$ cat src/rtl/regfile_writeback_pkg.sv
// Shared types for the register-file writeback arbiter and its load-result buffer.
package regfile_writeback_pkg;

  localparam int XLEN     = 32;
  localparam int REG_AW   = 5;
  localparam int NUM_REGS = 32;

  typedef enum logic [1:0] {
    WB_NONE = 2'd0,
    WB_ALU  = 2'd1,
    WB_LBUF = 2'd2,
    WB_LBYP = 2'd3
  } wb_src_e;

  typedef struct packed {
    logic [REG_AW-1:0] rd;
    logic [XLEN-1:0]   data;
  } wb_req_t;

endpackage

$ cat src/rtl/regfile_writeback_fifo.sv
// Synchronous FIFO of pending load writebacks; head is visible combinationally.
module regfile_wb_fifo
  import regfile_writeback_pkg::*;
#(
  parameter int DEPTH = 2
) (
  input  logic                         clk,
  input  logic                         rst_n,
  input  logic                         push,
  input  wb_req_t                      push_data,
  input  logic                         pop,
  output wb_req_t                      head,
  output logic                         full,
  output logic                         empty,
  output logic [$clog2(DEPTH+1)-1:0]   count
);

  localparam int PW = $clog2(DEPTH);
  localparam int CW = $clog2(DEPTH + 1);

  wb_req_t       mem [DEPTH];
  logic [PW-1:0] wr_ptr;
  logic [PW-1:0] rd_ptr;

  // Pointers and occupancy; DEPTH is a power of two so pointers wrap naturally.
  always_ff @(posedge clk) begin
    if (!rst_n) begin
      wr_ptr <= '0;
      rd_ptr <= '0;
      count  <= '0;
    end else begin
      if (push) wr_ptr <= wr_ptr + PW'(1);
      if (pop)  rd_ptr <= rd_ptr + PW'(1);
      case ({push, pop})
        2'b10:   count <= count + CW'(1);
        2'b01:   count <= count - CW'(1);
        default: count <= count;
      endcase
    end
  end

  // Storage needs no reset: entries are only read while count is non-zero.
  always_ff @(posedge clk) begin
    if (push) mem[wr_ptr] <= push_data;
  end

  assign head  = mem[rd_ptr];
  assign full  = (count == CW'(DEPTH));
  assign empty = (count == CW'(0));

endmodule

$ cat src/rtl/regfile_writeback.sv
// Writeback arbiter for the register-file write port (ALU > buffered load > new load).
// Optional busy scoreboard enabled by defining REGFILE_WB_SCOREBOARD_EN.
module regfile_writeback
  import regfile_writeback_pkg::*;
#(
  parameter int XLEN     = 32,
  parameter int REG_AW   = 5,
  parameter int LQ_DEPTH = 2
) (
  input  logic                      clk,
  input  logic                      rst_n,
  input  logic                      alu_valid,
  input  logic [REG_AW-1:0]         alu_rd,
  input  logic [XLEN-1:0]           alu_data,
  input  logic                      ld_valid,
  output logic                      ld_ready,
  input  logic [REG_AW-1:0]         ld_rd,
  input  logic [XLEN-1:0]           ld_data,
  input  logic                      issue_valid,
  input  logic [REG_AW-1:0]         issue_rd,
  output logic                      rf_we,
  output logic [REG_AW-1:0]         rf_waddr,
  output logic [XLEN-1:0]           rf_wdata,
  output logic [(1<<REG_AW)-1:0]    sb_busy
);

  logic                          full;
  logic                          empty;
  logic                          accept;
  logic                          push;
  logic                          pop;
  logic [$clog2(LQ_DEPTH+1)-1:0] lq_count;
  wb_req_t                       head;
  wb_req_t                       ld_req;
  wb_req_t                       win;
  wb_src_e                       src;

  assign ld_ready = ~full & rst_n;
  assign accept   = ld_valid & ld_ready;
  assign ld_req   = '{rd: ld_rd, data: ld_data};

  regfile_wb_fifo #(.DEPTH(LQ_DEPTH)) u_lq (
    .clk       (clk),
    .rst_n     (rst_n),
    .push      (push),
    .push_data (ld_req),
    .pop       (pop),
    .head      (head),
    .full      (full),
    .empty     (empty),
    .count     (lq_count)
  );

  // Pick this cycle's writer and decide whether the incoming load is queued.
  always_comb begin
    src  = WB_NONE;
    push = 1'b0;
    pop  = 1'b0;
    win  = '0;
    if (alu_valid) begin
      src  = WB_ALU;
      push = accept;
      win  = '{rd: alu_rd, data: alu_data};
    end else if (!empty) begin
      src  = WB_LBUF;
      pop  = 1'b1;
      push = accept;
      win  = head;
    end else if (accept) begin
      src  = WB_LBYP;
      win  = ld_req;
    end else begin
      src  = WB_NONE;
    end
  end

  // Registered write port; x0 results are consumed without a write.
  always_ff @(posedge clk) begin
    if (!rst_n) begin
      rf_we    <= 1'b0;
      rf_waddr <= '0;
      rf_wdata <= '0;
    end else begin
      rf_we <= (src != WB_NONE) && (win.rd != '0);
      if (src != WB_NONE) begin
        rf_waddr <= win.rd;
        rf_wdata <= win.data;
      end
    end
  end

`ifdef REGFILE_WB_SCOREBOARD_EN
  logic [(1<<REG_AW)-1:0] set_mask;
  logic [(1<<REG_AW)-1:0] clr_mask;
  logic                   unused_sb;

  assign unused_sb = ^lq_count;

  // Clears come from load-path commits; a same-cycle issue re-sets the bit.
  always_comb begin
    set_mask = '0;
    clr_mask = '0;
    if (issue_valid && (issue_rd != '0)) set_mask[issue_rd] = 1'b1;
    else set_mask = '0;
    if (((src == WB_LBUF) || (src == WB_LBYP)) && (win.rd != '0)) clr_mask[win.rd] = 1'b1;
    else clr_mask = '0;
  end

  // Busy bits update on the same edge the load write is registered.
  always_ff @(posedge clk) begin
    if (!rst_n) sb_busy <= '0;
    else        sb_busy <= (sb_busy & ~clr_mask) | set_mask;
  end
`else
  logic unused_sb;

  assign unused_sb = ^{issue_valid, issue_rd, lq_count};
  assign sb_busy   = '0;
`endif

endmodule

$ cat config.mk
export PLATFORM = sky130hd
export DESIGN_NAME = regfile_writeback
export DESIGN_NICKNAME = d
export VERILOG_FILES = /design/src/rtl/regfile_writeback_pkg.sv /design/src/rtl/regfile_writeback_fifo.sv /design/src/rtl/regfile_writeback.sv
export SDC_FILE = /design/constraint.sdc
export NUM_CORES = 1
export LEC_CHECK = 0
export ABC_AREA = 1
export BUFFER_PORTS_ARGS = -buffer_cell sky130_fd_sc_hd__buf_2
export CAP_MARGIN = 20
export CELL_PAD_IN_SITES_DETAIL_PLACEMENT = 1
export CELL_PAD_IN_SITES_GLOBAL_PLACEMENT = 1
export CORE_MARGIN = 2
export CORE_UTILIZATION = 41
export CTS_CLUSTER_SIZE = 14
export DETAILED_ROUTE_END_ITERATION = 10
export GPL_TIMING_DRIVEN = 0
export PLACE_DENSITY_LB_ADDON = 0.25
export SETUP_SLACK_MARGIN = 0.05
export SLEW_MARGIN = 20
export SYNTH_ARGS = -nofsm -noshare
export SYNTH_HDL_FRONTEND = slang
export SYNTH_SLANG_ARGS = --single-unit
$ cat constraint.sdc
create_clock -name clk -period 8 [get_ports clk]
set_input_delay 0.4 -clock clk [delete_from_list [all_inputs] [get_ports clk]]
set_output_delay 0.4 -clock clk [all_outputs]
set_load 0.03 [all_outputs]
Word level (Yosys, flattened, before mapping)
Memories as Yosys holds them, arrays and structs flattened. A register that Yosys moved wholly into a read port is not among the register bits.
Cells that the tools add are included.
{ "totals": {"regBits": 42, "latchBits": 0, "mem_bits_rw": 74, "mem_bits_ro": 0, "input_bits": 84, "out_inout_bits": 71, "word_cells": 37, "n_memories": 1} }
{ "op_classes": {"add_sub_neg": 4, "n_mul": 0, "div": 0, "order_cmp": 0, "eq_ne": 3, "n_shift": 0, "muxes": 15, "bitwise": 3, "n_reduce_logical": 5} }
{ "memory_table": {"columns": ["memory", "words", "word_bits", "rd", "rd_ports_with_merged_regs", "wr", "line", "rtl"], "rows": [
  ["u_lq.mem", 2, 37, 1, 1, 1, "regfile_writeback_fifo.sv:21", "wb_req_t mem [DEPTH];"]
]} }
{ "ops": {"columns": ["op", "n"], "rows": [
  ["2-to-1 mux 37 bit", 3],
  ["2-to-1 mux 1 bit", 8],
  ["2-to-1 mux 2 bit", 3],
  ["nonzero test 5 bit", 1],
  ["== test 2 bit (second input constant)", 2],
  ["case mux 2 bit (2 select lines)", 1],
  ["nonzero test 2 bit", 2],
  ["adder 1 bit (second input constant)", 2],
  ["adder 2 x 1 -> 2 bit (second input constant)", 1],
  ["AND 1 bit", 2],
  ["== test 2 x 1 -> 1 bit (second input constant)", 1],
  ["logical NOT 2 bit", 1],
  ["subtractor 2 x 1 -> 2 bit (second input constant)", 1],
  ["logical AND 1 bit", 1],
  ["inverter 1 bit", 1]
]} }

Logic depth before layout (Yosys ltp)
{ "logic_depth": {"depth_word": 9, "mapped_depth": 10, "mapped_depth_nobuf": 9} }

Cells and area by module
Synthesis repeated with hierarchy kept, for this count alone.
{ "unflattened": {"cells_unflattened": 431, "area_unflattened_um2": 5183.7} }
{ "modules_own_cells": {"columns": ["module", "instances", "cells_per_inst", "area_per_inst_um2", "seq_area_each_um2"], "rows": [
  ["regfile_wb_fifo", 1, 150, 3049.2, 2322.2],
  ["regfile_writeback", 1, 281, 2134.5, 760.7]
]} }

Least setup slack after synthesis
OpenSTA, ideal clock, no wires.
{ "synth_path": {"kind": "input-to-reg", "from": "input rst_n", "to": "memory u_lq.mem[0][0] (netlist bit) (enable)", "setup_ps": 431, "arrival_time_ps": 3107, "required_time_ps": 7569, "path_slack_ps": 4462, "path_stages": 5, "path_buffers": 1, "path_cell_list": "buf_2 inv_2 a21oi_1 nand3_1 nor2_1"} }
{ "synth_via": {"elab_chain_cells": 6} }
{ "synth_rtl": {"columns": ["element", "line", "rtl"], "rows": [
  ["start: declaration", "regfile_writeback.sv:11", "input logic rst_n,"],
  ["AND 1 bit *", "regfile_writeback.sv:38", "assign ld_ready = ~full & rst_n;"],
  ["via ld_ready", "regfile_writeback.sv:16", "output logic ld_ready,"],
  ["AND 1 bit *", "regfile_writeback.sv:39", "assign accept = ld_valid & ld_ready;"],
  ["2-to-1 mux 1 bit", "regfile_writeback.sv:64", "end else if (!empty) begin"],
  ["2-to-1 mux 1 bit *", "regfile_writeback.sv:60", "if (alu_valid) begin"],
  ["2-to-1 mux 1 bit *", "regfile_writeback_fifo.sv:44", "if (push) mem[wr_ptr] <= push_data;"],
  ["2-to-1 mux 1 bit (not written as such) *", "regfile_writeback_fifo.sv:44", null],
  ["end: declaration", "regfile_writeback_fifo.sv:21", null]
]} }
The timed path passes the listed nets; every way through them passes the cells marked *.

Worst setup path in the final report
{ "layout_path": {"from": "register u_lq.count[0]", "to": "memory u_lq.mem[0][6] (netlist bit) (enable)"} }
{ "layout_via": {"elab_chain_cells": 8, "elab_cells_between_ends": 9, "cone_classes": "eq/ne (1); mux (4); bitwise (3); reduce/logical (1)"} }
{ "layout_rtl": {"columns": ["element", "line", "rtl"], "rows": [
  ["start: declaration", "regfile_writeback_fifo.sv:15", "output logic [$clog2(DEPTH+1)-1:0] count"],
  ["start signal: assignment", "regfile_writeback_fifo.sv:35", "2'b10: count <= count + CW'(1);"],
  ["start signal: assignment", "regfile_writeback_fifo.sv:36", "2'b01: count <= count - CW'(1);"],
  ["start signal: assignment", "regfile_writeback_fifo.sv:37", "default: count <= count;"],
  ["== test 2 bit", "regfile_writeback_fifo.sv:48", "assign full = (count == CW'(DEPTH));"],
  ["inverter 1 bit", "regfile_writeback.sv:38", null],
  ["AND 1 bit", "regfile_writeback.sv:38", null],
  ["AND 1 bit", "regfile_writeback.sv:39", null],
  ["2-to-1 mux 1 bit", "regfile_writeback.sv:64", null],
  ["2-to-1 mux 1 bit *", "regfile_writeback.sv:60", null],
  ["2-to-1 mux 1 bit *", "regfile_writeback_fifo.sv:44", null],
  ["2-to-1 mux 1 bit (not written as such) *", "regfile_writeback_fifo.sv:44", null]
]} }
Mark *: on every way between the ends. The rest lies on a longest branch, timed or not.

==> results by group <==
Cells and area
  – Fin nets: 757
  – N_diodes: 0
  – Finished Cell Area: 6530 µm²
  – Layout fillers: roughly 1400
  – Share of the core filled with cells: ~54%
  – Non-filler instance count after layout: 832
  – Area taken by flip-flops and latches: about 3100 µm²
  – Area growth, synth to finish: 29.1%
  – Fraction of final layout cells sized beyond drive strength 1: 29.8%
  – Area taken by multi-input logic gates: 1660 µm²

Timing
  – Slew @ Worst Pin: a little under 0.8 ns
  – Final setup violation count: 0
  – Minimum clock period: about 2.3 ns
  – Final count of hold timing violations: 0
  – Worst max-slew margin expressed relative to the limit: approximately 47%
  – Final cycle utilization of the critical path: approximately 28%
  – Pins Over Slew Limit: 0
  – Worst setup skew after layout: 0.00753 ns
  – Setup TNS after final layout: 0 ns
  – Setup repair after global routing missed its margin: no
  – Achievable Freq: 0.441 GHz
  – Worst Setup Slack, final: 5.73 ns

Die
  – Area of the placeable core: around 12000 µm²
  – Rows: 40
  – Number of top-level design ports: ~160
  – Area enclosed by the die boundary: between 10000 and 15000 µm²
  – Chip Height: about 120 µm
  – Die X: ~120 µm
  – Initial Util: between 40% and 50%

Drt
  – Number of iterations in the first detailed-routing pass: 4
  – Total wire length after detailed routing: between 10 and 15 mm
  – Antenna-violating nets left: 0
  – Total via count after detailed routing: between 4000 and 5000
  – Routed len/inst: 17.9 µm
  – DRC violations left: 0
  – Number of DRC markers in iteration 0: 226
  – Mean number of vias per cell: 5.04

Clocking
  – Number of post-CTS setup repair buffers: 0
  – Hold buffer count at cts: 0
  – Root Buffer: clkbuf_16
  – Maximum buffer depth of the clock tree: 2
  – CTS tree: done
  – Clock-pin slew on the worst setup and hold paths: ~0.060 ns
  – Maximum level of the CTS H-tree: 4
  – Clock Sink Count: approximately 120
  – Number of buffers inserted during clock tree synthesis: 17
  – Clk_lat worst skew: 0.41 ns
  – CTS resizes: 0

Global route
  – First-pass GRT wire length: 23.1 mm
  – Pin count of the biggest net entering global routing: 24
  – Sum of overflow across all layers after global routing: 0
  – Number of global-route vias before repair: 4363
  – Antenna violations before repair: 0
  – Global-route total usage across every layer: 23.5%

Yosys
  – Number of synthesized register bits: ~120
  – Number of enable-type register cells in the synthesized netlist: between 70 and 80
  – Top-count cell post-synth: nand2_1
  – Predominant post-synthesis flop cell: edfxtp_1
  – Ys Warns: 0
  – Post-synthesis cell type count: 26
  – Top area cells in the synthesized netlist: edfxtp_1 (44%), dfxtp_1 (17%), nand2_1 (13%)
  – Top cell types by occurrence after synthesis: nand2_1 (178), edfxtp_1 (74), dfxtp_1 (43), buf_4 (36), a31oi_1 (32)
  – Syn_area_per_cell: about 10 µm²
  – Top cell type's share of synthesized area: 44.0%
  – Cell accounting for the most synthesized area: edfxtp_1
  – Synthesized instance count: between 500 and 600
  – Cell area after technology mapping: between 5000 and 6000 µm²
  – Fraction of the yosys area taken by sequential cells: 61.0%
  – Post-synthesis async set-or-reset flop share: 0%

Placement
  – IO Port Bufs: 114
  – Placed cells: 800
  – Final weighted congestion in routability-driven placement: 0.841
  – Dpl ws: ~5.5 ns
  – HPWL reported at the end of detailed placement: ~10 mm
  – Total placed instance area: roughly 6000 µm²

Pwr
  – Leak Pwr: 2.92 nW
  – Total power density per cell area: between 300 and 400 nW/µm²
  – VDD IR max: 151 µV

Critical path
  – Number of cell instances on the worst register-to-register path: 5
  – Crit start category: flip-flop
  – Critical R2R Capture: u_lq.mem[0][6]
  – Crit path capture: u_lq.mem[0][6]
  – CP Max Fanout: 23
  – Critical path arrival: 2.38 ns
  – Setup CP Type: flip-flop to flip-flop
  – Required time of the critical path: 8.11 ns
  – Worst r2r src: u_lq.count[0]
  – Critical path endpoint category: flip-flop
  – Startpoint of the worst setup timing path: u_lq.count[0]
  – Setup slack of the worst register-to-register path: approximately 5.7 ns

Run
  – Maximum capacitance violations: 0

Run status
  – Outcome: completed

Min path
  – Hold/Removal Path Class: input port to flip-flop
-- how the worst min path moves through the flow --
stage,start,to,slack [ns],depth (start not counted)
floorplan,u_lq.rd_ptr,flip-flop,0.42,1
CTS,ld_data[3],u_lq.mem[1][3],0.19,1
global placement,u_lq.rd_ptr,flip-flop,0.43,1
global route,ld_data[3],u_lq.mem[0][3],0.19,1
detailed placement,u_lq.rd_ptr,flip-flop,0.45,1
finish,ld_data[3],u_lq.mem[1][3],0.20,1
-- layout make-up --
| cell class | count | area share, % |
|---|---|---|
| clock buffer | 26 | 7.34 |
| clock inverter | 6 | 0.805 |
| inverter | 8 | 0.460 |
| sequential | 117 | 47.2 |
| buffer | 60 | 6.31 |
| timing repair buffer | 116 | 9.58 |
| tap | 147 | 2.82 |
| multi-input combinational | 352 | 25.5 |
-- worst max-delay path, stage by stage (launching register included) --
cell and delay (ns):
dfxtp_1 0.44, inv_1 0.10, a21oi_1 0.20, nand3_1 0.29, nor2_4 0.70, buf_16 0.23
-- sequential cells by signal (all words and copies together) (netlist names), named ones only --
name         cells
rf_we            1
u_lq.mem        74
rf_wdata        32
u_lq.wr_ptr      1
rf_waddr         5
u_lq.count       2
u_lq.rd_ptr      1
-- metal layers --
metal / vias to the layer above / GRT usage (%) / wire length (µm)
met5: - / 0 / 0
met4: 0 / 8.92 / 269
met3: 21 / 5.59 / 955
met2: 148 / 41.0 / 7540
met1: 2011 / 28.1 / 6130
li1: 2017 / - / -
-- layout by cell type, fill, tap and decap left out, types with 3 or more instances in the layout --
master	Yosys	routed
nand2_1	178	178
clkinv_2	0	3
buf_2	11	125
o21ai_0	13	13
a21oi_1	11	11
nor2_1	16	14
buf_6	5	5
inv_1	3	3
a31oi_1	32	32
a22oi_1	16	16
edfxtp_1	74	74
nor2_4	2	4
clkbuf_16	0	17
clkbuf_1	7	14
o21ai_1	21	21
nand3_1	9	9
conb_1	1	32
buf_4	36	36
a21boi_0	14	14
dfxtp_1	43	43
inv_2	5	5
-- metrics by stage --
stage	hold slack [ns]	power, mW
detailed placement	0.453	1.28
global placement	0.432	1.26
global route	0.187	2.05
finish	0.199	1.97
CTS	0.188	1.98
floorplan	0.425	1.11
-- logic make-up (layout without fill, tap and decap cells) --
logic type,after synthesis,in the layout,synth area share [%]
other,1,32,0.0742
buffers and inverters,68,216,8.74
adder cells (fa/ha/maj),1,1,0.247
AO/OA/AOI/OAI,109,109,13.1
AND/OR/NAND/NOR,209,209,16.7
XOR/XNOR,1,1,0.173
flip-flops,117,117,61.0
-- report_power, final --
| group | leakage, nW | total, mW | internal, mW | switching (mW) |
|---|---|---|---|---|
| Clock | 0.261 | 0.691 | 0.439 | 0.251 |
| Combinational | 1.63 | 0.525 | 0.158 | 0.367 |
| Sequential | 1.03 | 0.751 | 0.716 | 0.0355 |
| Total | 2.92 | 1.97 | 1.31 | 0.653 |
Note: power is estimated with default switching activity, not from simulation.
